## config.mk

```make
export PLATFORM = sky130hd
export DESIGN_NAME = fir_feeder
export DESIGN_NICKNAME = d
export VERILOG_FILES = /design/src/rtl/fir_feeder.sv
export SDC_FILE = /design/constraint.sdc
export NUM_CORES = 1
export LEC_CHECK = 0
export BUFFER_PORTS_ARGS = -buffer_cell sky130_fd_sc_hd__clkbuf_2
export CORE_MARGIN = 8
export CORE_UTILIZATION = 45
export CTS_CLUSTER_DIAMETER = 100
export DETAILED_ROUTE_END_ITERATION = 7
export GPL_TIMING_DRIVEN = 0
export HOLD_SLACK_MARGIN = 0.15
export PLACE_DENSITY_LB_ADDON = 0.12
export SLEW_MARGIN = 20
export SYNTH_ARGS = -nofsm -noshare
export SYNTH_HDL_FRONTEND = slang
export SYNTH_SLANG_ARGS = --single-unit
```

## constraint.sdc

```tcl
create_clock -name clk_fast -period 2.1 [get_ports clk_fast]
set_input_delay 0.42 -clock clk_fast [delete_from_list [all_inputs] [get_ports clk_fast]]
set_output_delay 0.42 -clock clk_fast [all_outputs]
set_load 0.01 [all_outputs]
```

## src/rtl/fir_feeder.sv

```systemverilog
// fir_feeder
//
// Host-side transmitter for the W4823 FIR datapath, clk_fast domain.
// After reset it loads NCOEF coefficients from an upstream valid/ready
// stream into the FIR coefficient write port, then feeds one FP16 sample
// per FIR frame, locked to the frame period. Load timeouts and sample
// underruns are flagged with sticky outputs.
//
// Optional feature macro: FEEDER_UNDERRUN_HOLD_EN
//   defined   : on underrun, o_din keeps the previous sample
//   undefined : on underrun, o_din is driven to 16'h0000
//
// Ports:
//   clk_fast        in   fast clock
//   rst_n           in   asynchronous active-low reset
//   i_coef_data     in   [16:0] FP16i coefficient from upstream
//   i_coef_valid    in   upstream coefficient valid
//   o_coef_ready    out  coefficient accepted on valid & ready
//   i_smp_data      in   [15:0] FP16 sample from upstream
//   i_smp_valid     in   upstream sample valid
//   o_smp_ready     out  sample accepted on valid & ready
//   o_cin           out  [16:0] coefficient data to FIR
//   o_caddr         out  [5:0] coefficient address to FIR
//   o_cload         out  coefficient write strobe (FIR writes on rising edge)
//   o_din           out  [15:0] sample to FIR, held for a whole frame
//   o_valid_in      out  one-cycle pulse at frame phase 0
//   o_load_done     out  coefficient load finished (or abandoned by timeout)
//   o_load_timeout  out  sticky: load window expired before load finished
//   o_underrun      out  sticky: no sample available at a frame boundary
module fir_feeder #(
  parameter int FRAME_LEN   = 257,
  parameter int LOAD_WINDOW = 240,
  parameter int FIRST_FRAME = 256,
  parameter int NCOEF       = 64
) (
  input  logic        clk_fast,
  input  logic        rst_n,
  input  logic [16:0] i_coef_data,
  input  logic        i_coef_valid,
  output logic        o_coef_ready,
  input  logic [15:0] i_smp_data,
  input  logic        i_smp_valid,
  output logic        o_smp_ready,
  output logic [16:0] o_cin,
  output logic [5:0]  o_caddr,
  output logic        o_cload,
  output logic [15:0] o_din,
  output logic        o_valid_in,
  output logic        o_load_done,
  output logic        o_load_timeout,
  output logic        o_underrun
);

  localparam int FCW = $clog2(FRAME_LEN);
  localparam logic [FCW-1:0] FRAME_LAST   = FCW'(FRAME_LEN - 1);
  localparam logic [FCW-1:0] FRAME_PHASE0 = FCW'(FIRST_FRAME);
  localparam logic [8:0]     WIN_END      = 9'(LOAD_WINDOW);
  localparam logic [5:0]     LAST_ADDR    = 6'(NCOEF - 1);

  typedef enum logic [1:0] {
    LOAD_SETUP,
    LOAD_STROBE,
    LOAD_HOLD,
    STREAM
  } state_t;

  state_t r_state, w_fsmNext, w_stateNext;

  logic [16:0]    r_cin;
  logic [5:0]     r_caddr;
  logic           r_cload;
  logic [15:0]    r_din;
  logic           r_validIn;
  logic           r_coefReady;
  logic           r_smpReady;
  logic           r_loadDone;
  logic           r_loadTimeout;
  logic           r_underrun;
  logic [15:0]    r_smpBuf;
  logic           r_smpFull;
  logic [8:0]     r_winCnt;
  logic [FCW-1:0] r_frameCnt;

  logic           w_coefAcc;
  logic           w_smpAcc;
  logic           w_timeoutHit;
  logic           w_phase0Next;
  logic [8:0]     w_winNext;
  logic [FCW-1:0] w_frameNext;
  logic [15:0]    w_smpBufNext;
  logic           w_smpFullNext;
  logic [15:0]    w_dinNext;
  logic           w_underrunSet;

  // State register of the load/stream sequencer.
  always_ff @(posedge clk_fast or negedge rst_n) begin
    if (!rst_n) r_state <= LOAD_SETUP;
    else        r_state <= w_stateNext;
  end

  // Next-state logic. The window counter overrides the sequencer: once the
  // window closes without the load being complete, the feeder jumps to
  // STREAM and the rest of the coefficient memory is left undefined.
  always_comb begin
    w_coefAcc = i_coef_valid & r_coefReady;
    w_fsmNext = r_state;
    case (r_state)
      LOAD_SETUP:  if (w_coefAcc) w_fsmNext = LOAD_STROBE;
      LOAD_STROBE: w_fsmNext = LOAD_HOLD;
      LOAD_HOLD:   w_fsmNext = (r_caddr == LAST_ADDR) ? STREAM : LOAD_SETUP;
      default:     w_fsmNext = STREAM;
    endcase
    w_winNext    = (r_winCnt == WIN_END) ? r_winCnt : r_winCnt + 9'd1;
    w_timeoutHit = (w_winNext == WIN_END) && (w_fsmNext != STREAM);
    w_stateNext  = w_timeoutHit ? STREAM : w_fsmNext;
  end

  // Frame phase and sample buffer. The counter only ever wraps at
  // FRAME_LEN-1, so with FIRST_FRAME < FRAME_LEN the value FIRST_FRAME marks
  // phase 0 both for the first frame and for every later one.
  // An accept coinciding with an empty-buffer phase 0 is not bypassed: the
  // sample is stored for the next frame and this frame is an underrun.
  always_comb begin
    w_frameNext   = (r_frameCnt == FRAME_LAST) ? '0 : r_frameCnt + 1'b1;
    w_phase0Next  = (w_frameNext == FRAME_PHASE0);
    w_smpAcc      = i_smp_valid & r_smpReady;
    w_smpBufNext  = r_smpBuf;
    w_smpFullNext = r_smpFull;
    w_dinNext     = r_din;
    w_underrunSet = 1'b0;
    if (w_smpAcc) begin
      w_smpBufNext  = i_smp_data;
      w_smpFullNext = 1'b1;
    end
    if (w_phase0Next) begin
      if (r_state != STREAM) begin
        w_dinNext = 16'h0000;
      end else if (r_smpFull) begin
        w_dinNext     = r_smpBuf;
        w_smpFullNext = 1'b0;
      end else begin
        w_underrunSet = 1'b1;
`ifdef FEEDER_UNDERRUN_HOLD_EN
        w_dinNext = r_din;
`else
        w_dinNext = 16'h0000;
`endif
      end
    end
  end

  // Registered datapath and outputs. The write strobe is issued one cycle
  // after cin is captured, so cin/caddr are settled a full cycle before the
  // rising edge of cload and stay put for the cycle after it. A strobe that
  // would land in the first cycle after the window closes is dropped.
  always_ff @(posedge clk_fast or negedge rst_n) begin
    if (!rst_n) begin
      r_cin         <= '0;
      r_caddr       <= '0;
      r_cload       <= 1'b0;
      r_din         <= '0;
      r_validIn     <= 1'b0;
      r_coefReady   <= 1'b1;
      r_smpReady    <= 1'b0;
      r_loadDone    <= 1'b0;
      r_loadTimeout <= 1'b0;
      r_underrun    <= 1'b0;
      r_smpBuf      <= '0;
      r_smpFull     <= 1'b0;
      r_winCnt      <= '0;
      r_frameCnt    <= '0;
    end else begin
      if (w_coefAcc) r_cin <= i_coef_data;
      if (r_state == LOAD_HOLD) r_caddr <= r_caddr + 6'd1;
      r_cload       <= (r_state == LOAD_STROBE) && !w_timeoutHit;
      r_coefReady   <= (w_stateNext == LOAD_SETUP);
      r_loadDone    <= (w_stateNext == STREAM);
      r_loadTimeout <= r_loadTimeout | w_timeoutHit;
      r_smpReady    <= (w_stateNext == STREAM) && !w_smpFullNext;
      r_underrun    <= r_underrun | w_underrunSet;
      r_validIn     <= w_phase0Next;
      r_din         <= w_dinNext;
      r_smpBuf      <= w_smpBufNext;
      r_smpFull     <= w_smpFullNext;
      r_winCnt      <= w_winNext;
      r_frameCnt    <= w_frameNext;
    end
  end

  assign o_cin          = r_cin;
  assign o_caddr        = r_caddr;
  assign o_cload        = r_cload;
  assign o_din          = r_din;
  assign o_valid_in     = r_validIn;
  assign o_coef_ready   = r_coefReady;
  assign o_smp_ready    = r_smpReady;
  assign o_load_done    = r_loadDone;
  assign o_load_timeout = r_loadTimeout;
  assign o_underrun     = r_underrun;

endmodule

```

==> impl_summary.log, run 1 <==
[metrics] Post-Route WL: 6.974 mm
[metrics] largest voltage drop on the vdd net: 0.6288 mV
[metrics] total of buffers placed on input and output ports: 82
[metrics] combinational group share of total power: 21.8%
[metrics] count of final hold-check violations: 0
[metrics] wire length of the first global-routing pass: 11.74 mm
[metrics] violated checks: negative setup slack
[metrics] DRC errors left: 0
[metrics] clock tree from TritonCTS: done
[metrics] clock buffer count from CTS: 9
[metrics] first-iteration detailed-routing DRC count: 64
[metrics] max incr delay on CP: 0.49 ns
[metrics] Final WS setup: -0.2712 ns
[metrics] Slew Viols, Final: 0
[metrics] DR WL/cell: 14.20 µm
[metrics] number of top-level pins: 83
[metrics] endpoint arrival time on the critical path: 2.64 ns
[metrics] worst clock skew: 0.01248 ns
[metrics] proportion of netlist area held by the largest area contributor: approximately 57%
[metrics] worst setup slack for register-to-register paths: -0.27 ns
[metrics] Area growth, synth to finish: 22.44%
[metrics] die area: about 11000 µm²
[metrics] cell internal pwr: slightly above 3 mW
[metrics] final hold slack: just over 0.3 ns
[metrics] path category of the worst min-delay check: primary input to register
[metrics] antenna diode instance count: 0
[metrics] starting density of the core: 46.65%
[metrics] largest fanout of any net on the critical path: 10
[metrics] number of levels in the clock H-tree: 3
[metrics] clock network fraction of total power: 26.2%
[metrics] maximum number of pins on one net before global-route repair: between 80 and 90
[metrics] gp weighted congestion: 0.7612
[metrics] Setup violations, final: 20
[metrics] vias in the first global route: 2543
[metrics] total half-perimeter wirelength after legalization and detailed placement: approximately 5 mm
[metrics] Fmax achieved: roughly 420 MHz
[metrics] layout filler cell count: between 600 and 700
[metrics] clock-pin slew of the registers on the worst-case setup and hold paths: 0.08 ns
[metrics] post-synth net total: 330
[metrics] power per standard cell area: 955.7 nW/µm²
[metrics] data required time of the worst path: 2.37 ns
[metrics] Core ar.: 7767 µm²
[metrics] Worst Tran Pin Value: 0.6362 ns
[metrics] count of mapped cells out of synthesis: 288
[metrics] count of vias placed by the detailed router: 2423
[metrics] final instance count without filler cells: 491
[metrics] Cell Rows: 32
[metrics] mapped cell area: 3623 µm²
[metrics] Synth Flop Type: dfrtp_1
[metrics] total leakage power: approximately 2.2 nW
[metrics] Max clock buf depth: 2
[metrics] count of flip-flops with a built-in enable after synthesis: 0
[metrics] vertical die dimension: between 100 and 150 µm
[metrics] CP startpoint kind: register
[metrics] count of unique library cells instantiated by Yosys: 46
[metrics] overall global routing resource usage: 12.88%
[metrics] share of post-route cells with drive strength above 1: 40.10%
[metrics] result of the run: complete, but fails checks
[metrics] final worst-path cycle share: 112.9%
[metrics] clock root buffer: clkbuf_8
[metrics] Synth warnings: 0
[metrics] series of cell instances along the critical path: inv_1, ha_1, and2b_1, or4b_4, a2111oi_4, o221a_4, buf_12, mux2i_1
[metrics] CP max-delay cell: or4b_4
[metrics] number of nets with antenna violations after detailed routing: 0
[metrics] Clock Latency Late Sink: ~0.35 ns
[metrics] library cell occupying the most area in the post-synthesis netlist: dfrtp_1
[metrics] total clock sinks: 83
[metrics] unrepaired setup endpoints after global routing: yes
[metrics] fraction of the yosys area taken by sequential cells: a little under three fifths
[metrics] crit path capture type: register
[metrics] most common cell in the netlist: dfrtp_1
[metrics] Pre-Repair DR Iteration Count: 4
[metrics] portion of total power attributed to sequential cells: 51.9%
[metrics] worst setup path category: register to register
[metrics] Inst Count DP: between 400 and 500
[metrics] post-synthesis register bit count: 83
[metrics] Tmin final: around 2.4 ns
[metrics] switching power: 1.211 mW
[metrics] leftover overflow at the end of global routing: 0
[metrics] switching power as a share of total power: 28.57%
[metrics] count of nets after finishing: roughly 430
[metrics] Max Cap Viol: 0
[metrics] fraction of registers with async set/reset: 100.0%
[metrics] worst max-slew margin expressed relative to the limit: 57.58%
[metrics] Final TNS setup: -4.665 ns
[metrics] top post-synthesis cells by count: 82 x dfrtp_1, 35 x mux2_2, 24 x nand2_1
[metrics] Synth Area per Inst: approximately 13 µm²
[metrics] initial antenna violation count: 0
[metrics] mean number of vias per cell: 4.935
[metrics] Die Wd: 105.7 µm
[metrics] most area-consuming cells after synthesis: dfrtp_1 57%, mux2_2 11%, mux2i_1 4.4%
[through the flow]
| stage | setup slack (ns) | util, % | power, mW | cell area, µm² |
|---|---|---|---|---|
| 2_1_floorplan | -0.2162 | - | 2.754 | 3630 |
| 3_3_place_gp | -0.3385 | 53.66 | 3.150 | 4168 |
| 3_5_place_dp | -0.3764 | 53.77 | 3.187 | 4177 |
| 4_1_cts | -0.2978 | 56.72 | 4.322 | 4405 |
| 5_1_grt | -0.4166 | 57.12 | 4.491 | 4437 |
| 6_report | -0.2712 | 57.12 | 4.240 | 4437 |
[sequential cells by signal, indices dropped and copies added, names as in the netlist]
| signal | cells |
|---|---|
| o_caddr | 6 |
| o_cin | 17 |
| o_cload | 1 |
| o_coef_ready | 1 |
| o_din | 16 |
| o_load_done | 1 |
| o_load_timeout | 1 |
| o_smp_ready | 1 |
| o_underrun | 1 |
| o_valid_in | 1 |
| r_frameCnt | 9 |
| r_smpBuf | 16 |
| r_smpFull | 1 |
| r_state | 2 |
| r_winCnt | 9 |
[cells by family after synthesis]
group	Yosys count	share of synthesized area, %
XOR/XNOR	19	4.593
buffers and inverters	31	4.523
flip-flops	83	57.36
multiplexers	51	15.30
AO/OA/AOI/OAI	18	4.523
adder cells (fa/ha/maj)	5	1.727
AND/OR/NAND/NOR	81	11.98
[layer usage]
metal / wire length (µm) / global-route usage [%]
met1: 2982 / 14.33
met2: 3485 / 21.72
met3: 426 / 5.664
met4: 79 / 3.920
met5: 0 / 0
[placed cells by master (no fill, tap or decap), types with 2 or more instances in the layout]
cell type / instances
clkbuf_2: 81
dfrtp_1: 81
mux2_2: 35
nand2_1: 24
inv_1: 21
mux2i_1: 16
xnor2_1: 12
nand3_1: 12
nor2_1: 11
clkbuf_8: 10
xor2_1: 7
nand4_1: 6
clkbuf_1: 5
buf_4: 4
ha_1: 4
o21a_1: 3
nor3_1: 3
and3_1: 3
a21oi_1: 3
nand3b_1: 2
nor2b_1: 2
and4_1: 2
and3_2: 2
a21o_1: 2
buf_12: 2
clkinv_2: 2
[cell type report]
| class | instances | area (µm²) | area share, % |
|---|---|---|---|
| flip-flops and latches | 83 | 2079 | 46.87 |
| well taps | 102 | 127.6 | 2.876 |
| plain buffers | 9 | 81.33 | 1.833 |
| repair buffers | 85 | 444.2 | 10.01 |
| clock buffers | 10 | 127.6 | 2.876 |
| inverters | 22 | 82.58 | 1.861 |
| clock inverters | 6 | 65.06 | 1.466 |
| multi-input cells | 174 | 1429 | 32.21 |
[worst paths after layout]
path                           startpoint     endpoint  cells after the start
setup / recovery            r_frameCnt[1]     o_din[3]                      8
hold reg to reg                o_underrun   o_underrun                      1
max in group asynchronous           rst_n  r_smpBuf[9]                      2
setup reg to reg            r_frameCnt[1]     o_din[3]                      8
hold / removal             i_coef_data[8]     o_cin[8]                      2
min in group asynchronous           rst_n  r_winCnt[5]                      2
[worst max-delay path, delay by kind of cell, from the launching register on]
family,cells,cell delay [ns]
compound gates,2,0.57
fa+ha+maj,1,0.29
buf+inv,2,0.20
flops,1,0.36
mux,1,0.19
simple gates,2,0.70
[power by group through the flow]
stage	Clock, mW	Combinational (mW)	Sequential (mW)
floorplan	0	0.444	2.31
global placement	0	0.932	2.22
detailed placement	0	0.951	2.24
CTS	1.16	0.955	2.21
global route	1.22	1.01	2.26
finish	1.11	0.925	2.20
[what timing repair did]
item / CTS / global route
pin swaps: 2 / 1
resized for setup: 3 / 7
endpoints found under the hold margin: 82 / 0
hold buffers: 1 / 0
buffers inserted: 2 / 0
setup endpoints to repair: 26 / 25
Power figures use the tool's default switching activity.
==> inputs of run 2 (changes only) <==
--- a/config.mk
+++ b/config.mk
@@ -12,7 +12,7 @@
 export DETAILED_ROUTE_END_ITERATION = 7
 export GPL_TIMING_DRIVEN = 0
 export HOLD_SLACK_MARGIN = 0.15
-export PLACE_DENSITY_LB_ADDON = 0.12
+export PLACE_DENSITY = 0.77
 export SLEW_MARGIN = 20
 export SYNTH_ARGS = -nofsm -noshare
 export SYNTH_HDL_FRONTEND = slang
==> run 2 against run 1 <==
  * The flow still finishes with violations (negative setup slack)
  * Hold slack worse by 0.012 ns
  * Fmax down 0.75%
  * Utilization up 0.16 points
  * Largest cell class unchanged
  * Largest power group unchanged
  * Highest routed layer unchanged
==> impl_summary.log, run 2 (synthesis results as in run 1) <==
[metrics] result of the run: complete, but fails checks (unchanged)
[metrics] violated checks: negative setup slack (unchanged)
[metrics] DR WL/cell: 15.12 µm (was 14.20 µm)
[metrics] share of post-route cells with drive strength above 1: 40.00% (was 40.10%)
[metrics] flip-flop count of the largest register after layout: 17 (unchanged)
[metrics] wire length of the first global-routing pass: 12.63 mm (was 11.74 mm)
[metrics] Cell Rows: 32 (unchanged)
[metrics] length in cells of the worst reg-to-reg path: 7 (was 8)
[metrics] starting density of the core: 46.65% (unchanged)
[metrics] worst min-delay path endpoint: r_smpBuf[2] (was o_cin[8])
[metrics] worst clock skew: 0.01028 ns (was 0.01248 ns)
[metrics] Slew Viols, Final: 0 (unchanged)
[metrics] clock buffer count from CTS: 9 (unchanged)
[metrics] Clock Latency Late Sink: 0.35 ns (about the same)
[metrics] number of nets with antenna violations after detailed routing: 0 (unchanged)
[metrics] endpoint arrival time on the critical path: 2.67 ns (was 2.64 ns)
[metrics] clock tree from TritonCTS: done (unchanged)
[metrics] Final TNS setup: -5.024 ns (was -4.665 ns)
[metrics] vias in the first global route: 2604 (was 2543)
[metrics] initial antenna violation count: 0 (unchanged)
[metrics] Max clock buf depth: 2 (unchanged)
[metrics] Tmin final: 2.389 ns (was 2.371 ns)
[metrics] count of vias placed by the detailed router: 2448 (was 2423)
[metrics] series of cell instances along the critical path: buf_4, ha_1, or4b_4, a2111oi_4, o221a_4, buf_12, mux2i_1 (was inv_1, ha_1, and2b_1, or4b_4, a2111oi_4, o221a_4, buf_12, mux2i_1)
[metrics] final hold slack: 0.2905 ns (was 0.3025 ns)
[metrics] Inst Count DP: 473 (was 472)
[metrics] Min-Delay Path Depth: 2 (unchanged)
[metrics] DRC errors left: 0 (unchanged)
[metrics] Max Cap Viol: 0 (unchanged)
[metrics] path category of the worst min-delay check: primary input to register (unchanged)
[metrics] clock root buffer: clkbuf_8 (unchanged)
[metrics] Final WS setup: -0.2893 ns (was -0.2712 ns)
[metrics] Die Wd: 105.7 µm (unchanged)
[metrics] R2R Path Start: r_frameCnt[0] (was r_frameCnt[1])
[metrics] total half-perimeter wirelength after legalization and detailed placement: 5.571 mm (was 5.091 mm)
[metrics] worst setup slack for register-to-register paths: -0.29 ns (was -0.27 ns)
[metrics] Area growth, synth to finish: 22.79% (was 22.44%)
[metrics] worst setup path category: register to register (unchanged)
[metrics] total of buffers placed on input and output ports: 82 (unchanged)
[metrics] hold path startpoint: i_smp_data[2] (was i_coef_data[8])
[metrics] clock-pin slew of the registers on the worst-case setup and hold paths: 0.09 ns (was 0.08 ns)
[metrics] Core ar.: 7767 µm² (unchanged)
[metrics] worst flop-to-flop path endpoint: o_din[9] (was o_din[3])
[metrics] Worst Tran Pin Value: 0.5681 ns (was 0.6362 ns)
[metrics] Total Power: 4.215 mW (was 4.240 mW)
[metrics] final core utilization: 57.28% (was 57.12%)
[metrics] overall global routing resource usage: 13.92% (was 12.88%)
[metrics] worst slack at placement: -0.3700 ns (was -0.3764 ns)
[metrics] CP startpoint kind: register (unchanged)
[metrics] total clock sinks: 83 (unchanged)
[metrics] count of final hold-check violations: 0 (unchanged)
[metrics] Placed Instance Area: 4198 µm² (was 4177 µm²)
[metrics] data required time of the worst path: 2.38 ns (was 2.37 ns)
[metrics] number of levels in the clock H-tree: 3 (unchanged)
[metrics] most frequent cells in the layout: 81 x clkbuf_2, 81 x dfrtp_1, 35 x mux2_2, 24 x nand2_1, 22 x inv_1 (was 81 x clkbuf_2, 81 x dfrtp_1, 35 x mux2_2, 24 x nand2_1, 21 x inv_1)
[metrics] max incr delay on CP: 0.59 ns (was 0.49 ns)
[metrics] antenna diode instance count: 0 (unchanged)
[metrics] gp weighted congestion: 0.7788 (was 0.7612)
[metrics] final worst-path cycle share: 113.8% (was 112.9%)
[metrics] first-iteration detailed-routing DRC count: 91 (was 64)
[metrics] unrepaired setup endpoints after global routing: yes (unchanged)
[metrics] power per standard cell area: 947.2 nW/µm² (was 955.7 nW/µm²)
[metrics] CP max-delay cell: or4b_4 (unchanged)
[metrics] largest voltage drop on the vdd net: 0.4767 mV (was 0.6288 mV)
[metrics] Setup violations, final: 20 (unchanged)
[metrics] number of top-level pins: 83 (unchanged)
[metrics] cell area after layout: 4449 µm² (was 4437 µm²)
[metrics] Pre-Repair DR Iteration Count: 4 (unchanged)
[metrics] total leakage power: 2.160 nW (was 2.157 nW)
[metrics] Fmax achieved: 418.5 MHz (was 421.7 MHz)
[metrics] count of nets after finishing: 427 (was 426)
[metrics] die area: 11180 µm² (unchanged)
[metrics] worst max-slew margin expressed relative to the limit: 62.12% (was 57.58%)
[metrics] mean number of vias per cell: 4.976 (was 4.935)
[metrics] crit path capture type: register (unchanged)
[metrics] final instance count without filler cells: 492 (was 491)
[metrics] largest fanout of any net on the critical path: 10 (unchanged)
[metrics] Post-Route WL: 7.438 mm (was 6.974 mm)
[metrics] vertical die dimension: 105.7 µm (unchanged)
[metrics] leftover overflow at the end of global routing: 0 (unchanged)
[metrics] maximum number of pins on one net before global-route repair: 50 (was 84)
[run 2: cell types whose count changed in the layout (fill, tap and decap cells not counted), sizes merged]
cell      previous run  this run
buf                  7         8
clkinvlp             1         3
inv                 23        24
bufinv               1         0
clkinv               3         1
[run 2: layout make-up]
cell class	instances	area (µm²)
flip-flops and latches	83	2079
multi-input cells	174	1426
clock inverters	6	48.80
fillers	677	3318
inverters	22	82.58
plain buffers	9	81.33
repair buffers	86	465.4
well taps	102	127.6
clock buffers	10	137.6
[run 2: critical path, delay by kind of cell, from the launching register on]
kind | cells | cell delay [ns]
and+or+nand+nor | 1 | 0.59
AOI/OAI and AO/OA | 2 | 0.58
adders and majority gates | 1 | 0.26
muxes | 1 | 0.19
buffers and inverters | 2 | 0.30
DFF | 1 | 0.39
[run 2: how the worst max path moves through the flow]
stage	depth (start not counted)	startpoint	endpoint	slack [ns]
final	7	r_frameCnt[0]	o_din[9]	-0.29
after floorplan	8	r_frameCnt[1]	o_din[8]	-0.22
after global placement	8	r_frameCnt[1]	o_din[15]	-0.32
after global routing	8	r_frameCnt[0]	o_din[11]	-0.43
after detailed placement	8	r_frameCnt[1]	o_din[9]	-0.37
after CTS	8	r_frameCnt[1]	o_din[9]	-0.28
[run 2: per-layer routing]
layer	routed length, µm	up-vias	track usage [%]
met5	0	-	0
met4	121	0	5.427
met3	406	11	3.959
met2	3769	53	23.41
met1	3140	1204	16.44
li1	-	1180	-
[run 2: what timing repair did]
action	in CTS	in global routing
resized for setup	5	3
cloned	0	0
buffers inserted	2	0
pin swaps	3	1
hold buffers	1	0
hold endpoints to repair	33	0
setup endpoints to repair	26	26
[run 2: power by group]
part           leakage (nW)  internal, mW  switching (mW)
Sequential             1.07          1.98           0.231
Combinational          1.00         0.501           0.443
Clock                0.0855         0.471           0.589
==> inputs of run 3 (changes only) <==
--- a/config.mk
+++ b/config.mk
@@ -6,8 +6,8 @@
 export NUM_CORES = 1
 export LEC_CHECK = 0
 export BUFFER_PORTS_ARGS = -buffer_cell sky130_fd_sc_hd__clkbuf_2
-export CORE_MARGIN = 8
 export CORE_UTILIZATION = 45
+export CTS_BUF_LIST = sky130_fd_sc_hd__clkbuf_8
 export CTS_CLUSTER_DIAMETER = 100
 export DETAILED_ROUTE_END_ITERATION = 7
 export GPL_TIMING_DRIVEN = 0
==> run 3 against run 2 <==
  * The run still ends with negative setup slack left
  * Die area fell by 25%
  * Sequential cell count unchanged
  * Non-clock buffer count rose by 2
  * Clock skew increased by 0.00068 ns
  * Final area up 1.6%
  * Clock-buffer cell count is the same
  * Final cell count is 0.41% higher
  * Critical path type unchanged
  * Critical endpoint is now o_din[2]
  * Largest cell class unchanged
  * Highest routed layer unchanged
  * Via count about the same
  * Fmax about the same
  * Register-to-register slack hardly changed
  * Hold slack gained 0.0049 ns
==> impl_summary.log, run 3 (synthesis results as in run 1) <==
[metrics] maximum number of pins on one net before global-route repair: 46 (was 50)
[metrics] wire length of the first global-routing pass: 11.27 mm (was 12.63 mm)
[metrics] clock root buffer: clkbuf_8 (unchanged)
[metrics] number of top-level pins: 83 (unchanged)
[metrics] count of final hold-check violations: 0 (unchanged)
[metrics] worst setup path category: register to register (unchanged)
[metrics] Tmin final: 2.388 ns (was 2.389 ns)
[metrics] largest voltage drop on the vdd net: 0.6634 mV (was 0.4767 mV)
[metrics] number of levels in the clock H-tree: 3 (unchanged)
[metrics] series of cell instances along the critical path: inv_2, ha_4, and2b_1, or4b_4, a2111oi_4, o221a_4, buf_12, mux2i_1 (was buf_4, ha_1, or4b_4, a2111oi_4, o221a_4, buf_12, mux2i_1)
[metrics] largest fanout of any net on the critical path: 10 (unchanged)
[metrics] first-iteration detailed-routing DRC count: 103 (was 91)
[metrics] total clock sinks: 83 (unchanged)
[metrics] initial antenna violation count: 0 (unchanged)
[metrics] unrepaired setup endpoints after global routing: yes (unchanged)
[metrics] violated checks: negative setup slack (unchanged)
[metrics] CP Depth: 8 (was 7)
[metrics] Final WS setup: -0.2881 ns (was -0.2893 ns)
[metrics] share of post-route cells with drive strength above 1: 41.84% (was 40.00%)
[metrics] total of buffers placed on input and output ports: 82 (unchanged)
[metrics] Setup violations, final: 20 (unchanged)
[metrics] length in cells of the worst reg-to-reg path: 8 (was 7)
[metrics] DR WL/cell: 13.34 µm (was 15.12 µm)
[metrics] Max Cap Viol: 0 (unchanged)
[metrics] vertical die dimension: 91.74 µm (was 105.7 µm)
[metrics] global routing met1 resource utilization: 22.03% (was 16.44%)
[metrics] Cell Rows: 32 (unchanged)
[metrics] final core utilization: 58.20% (was 57.28%)
[metrics] overall global routing resource usage: 16.90% (was 13.92%)
[metrics] worst max-slew margin expressed relative to the limit: 63.46% (was 62.12%)
[metrics] CP delay by family, top: simple AND/OR/NAND/NOR gates (unchanged)
[metrics] CP max-delay cell: or4b_4 (unchanged)
[metrics] Fmax achieved: 418.7 MHz (was 418.5 MHz)
[metrics] Die Wd: 91.74 µm (was 105.7 µm)
[metrics] count of nets after finishing: 429 (was 427)
[metrics] total leakage power: 2.184 nW (was 2.160 nW)
[metrics] data required time of the worst path: 2.37 ns (was 2.38 ns)
[metrics] endpoint arrival time on the critical path: 2.66 ns (was 2.67 ns)
[metrics] count of vias placed by the detailed router: 2450 (was 2448)
[metrics] power per standard cell area: 952.8 nW/µm² (was 947.2 nW/µm²)
[metrics] number of nets with antenna violations after detailed routing: 0 (unchanged)
[metrics] most frequent cells in the layout: 81 x clkbuf_2, 81 x dfrtp_1, 35 x mux2_2, 24 x nand2_1, 20 x inv_1 (was 81 x clkbuf_2, 81 x dfrtp_1, 35 x mux2_2, 24 x nand2_1, 22 x inv_1)
[metrics] die area: 8415 µm² (was 11180 µm²)
[metrics] worst clock skew: 0.01096 ns (was 0.01028 ns)
[metrics] Clock Latency Late Sink: 0.35 ns (about the same)
[metrics] global route hottest layer: met2 (unchanged)
[metrics] result of the run: complete, but fails checks (unchanged)
[metrics] flip-flop count of the largest register after layout: 17 (unchanged)
[metrics] starting density of the core: 46.65% (unchanged)
[metrics] clock buffer count from CTS: 9 (unchanged)
[metrics] Slew Viols, Final: 0 (unchanged)
[metrics] Post-Route WL: 6.592 mm (was 7.438 mm)
[metrics] CP startpoint kind: register (unchanged)
[metrics] clock-pin slew of the registers on the worst-case setup and hold paths: 0.09 ns (about the same)
[metrics] DRC errors left: 0 (unchanged)
[metrics] Max clock buf depth: 2 (unchanged)
[metrics] met3 usage: 3.317% (was 3.959%)
[metrics] Core ar.: 7767 µm² (unchanged)
[metrics] Pre-Repair DR Iteration Count: 4 (unchanged)
[metrics] final worst-path cycle share: 113.7% (was 113.8%)
[metrics] CP bufs+invs: 2 (unchanged)
[metrics] crit path capture type: register (unchanged)
[metrics] final hold slack: 0.2954 ns (was 0.2905 ns)
[metrics] leftover overflow at the end of global routing: 0 (unchanged)
[metrics] antenna diode instance count: 0 (unchanged)
[metrics] Area growth, synth to finish: 24.76% (was 22.79%)
[metrics] Min-Delay Path Depth: 2 (unchanged)
[metrics] mean number of vias per cell: 4.960 (was 4.976)
[metrics] gp weighted congestion: 0.8426 (was 0.7788)
[metrics] max incr delay on CP: 0.49 ns (was 0.59 ns)
[metrics] total half-perimeter wirelength after legalization and detailed placement: 4.689 mm (was 5.571 mm)
[metrics] met2 usage: 27.57% (was 23.41%)
[metrics] vias in the first global route: 2461 (was 2604)
[metrics] clock tree from TritonCTS: done (unchanged)
[metrics] Worst Tran Pin Value: 0.5480 ns (was 0.5681 ns)
[metrics] path category of the worst min-delay check: primary input to register (unchanged)
## run 3: where the power goes
part           internal, mW  switching, mW
Combinational         0.502          0.421
Sequential             1.98          0.226
Clock                 0.592          0.587
Total                  3.07           1.23
## run 3: final timing paths
path,startpoint,slack [ns],endpoint
max,r_frameCnt[0],-0.29,o_din[2]
min in group asynchronous,rst_n,0.62,o_caddr[4]
min reg2reg,o_underrun,0.48,o_underrun
max reg2reg,r_frameCnt[0],-0.29,o_din[2]
min,i_smp_data[8],0.30,r_smpBuf[8]
max in group asynchronous,rst_n,0.89,o_din[9]
## run 3: worst register-to-register path, stage by stage (launching register included)
cell	delay, ns
dfrtp_1	0.40
inv_2	0.07
ha_4	0.19
and2b_1	0.20
or4b_4	0.49
a2111oi_4	0.33
o221a_4	0.29
buf_12	0.15
mux2i_1	0.19
## run 3: cell type report
| cell class | count | area, µm² |
|---|---|---|
| fillers | 655 | 3247 |
| inverters | 22 | 82.58 |
| clock inverters | 6 | 71.32 |
| plain buffers | 9 | 81.33 |
| clock buffers | 10 | 137.6 |
| multi-input cells | 174 | 1443 |
| well taps | 102 | 127.6 |
| flip-flops and latches | 83 | 2079 |
| repair buffers | 88 | 498.0 |
## run 3: per-stage QoR
step	std cells	area, µm²	TNS [ns]	total power [mW]	setup WS, ns
floorplan	288	3630	-3.904	2.754	-0.2162
finish	494	4521	-5.019	4.307	-0.2881
global route	494	4521	-6.455	4.536	-0.3620
detailed placement	473	4198	-7.731	3.174	-0.3638
CTS	492	4461	-5.087	4.361	-0.2952
global placement	472	4168	-24.20	3.120	-0.3231
## run 3: timing repair
action                                  in CTS  in global routing
pin swaps                                    1                  1
gates cloned                                 0                  1
buffers inserted                             2                  1
endpoints found under the setup margin      26                 26
resized for setup                            5                  8
hold buffers                                 1                  0
hold endpoints to repair                    37                  0
## run 3: layer usage
metal | vias up | part of all wire (%) | routed length (µm)
li1 | 1188 | - | -
met3 | 12 | 3.9 | 255
met1 | 1201 | 46 | 3036
met4 | 0 | 1.9 | 126
met5 | - | 0 | 0
met2 | 49 | 48 | 3174
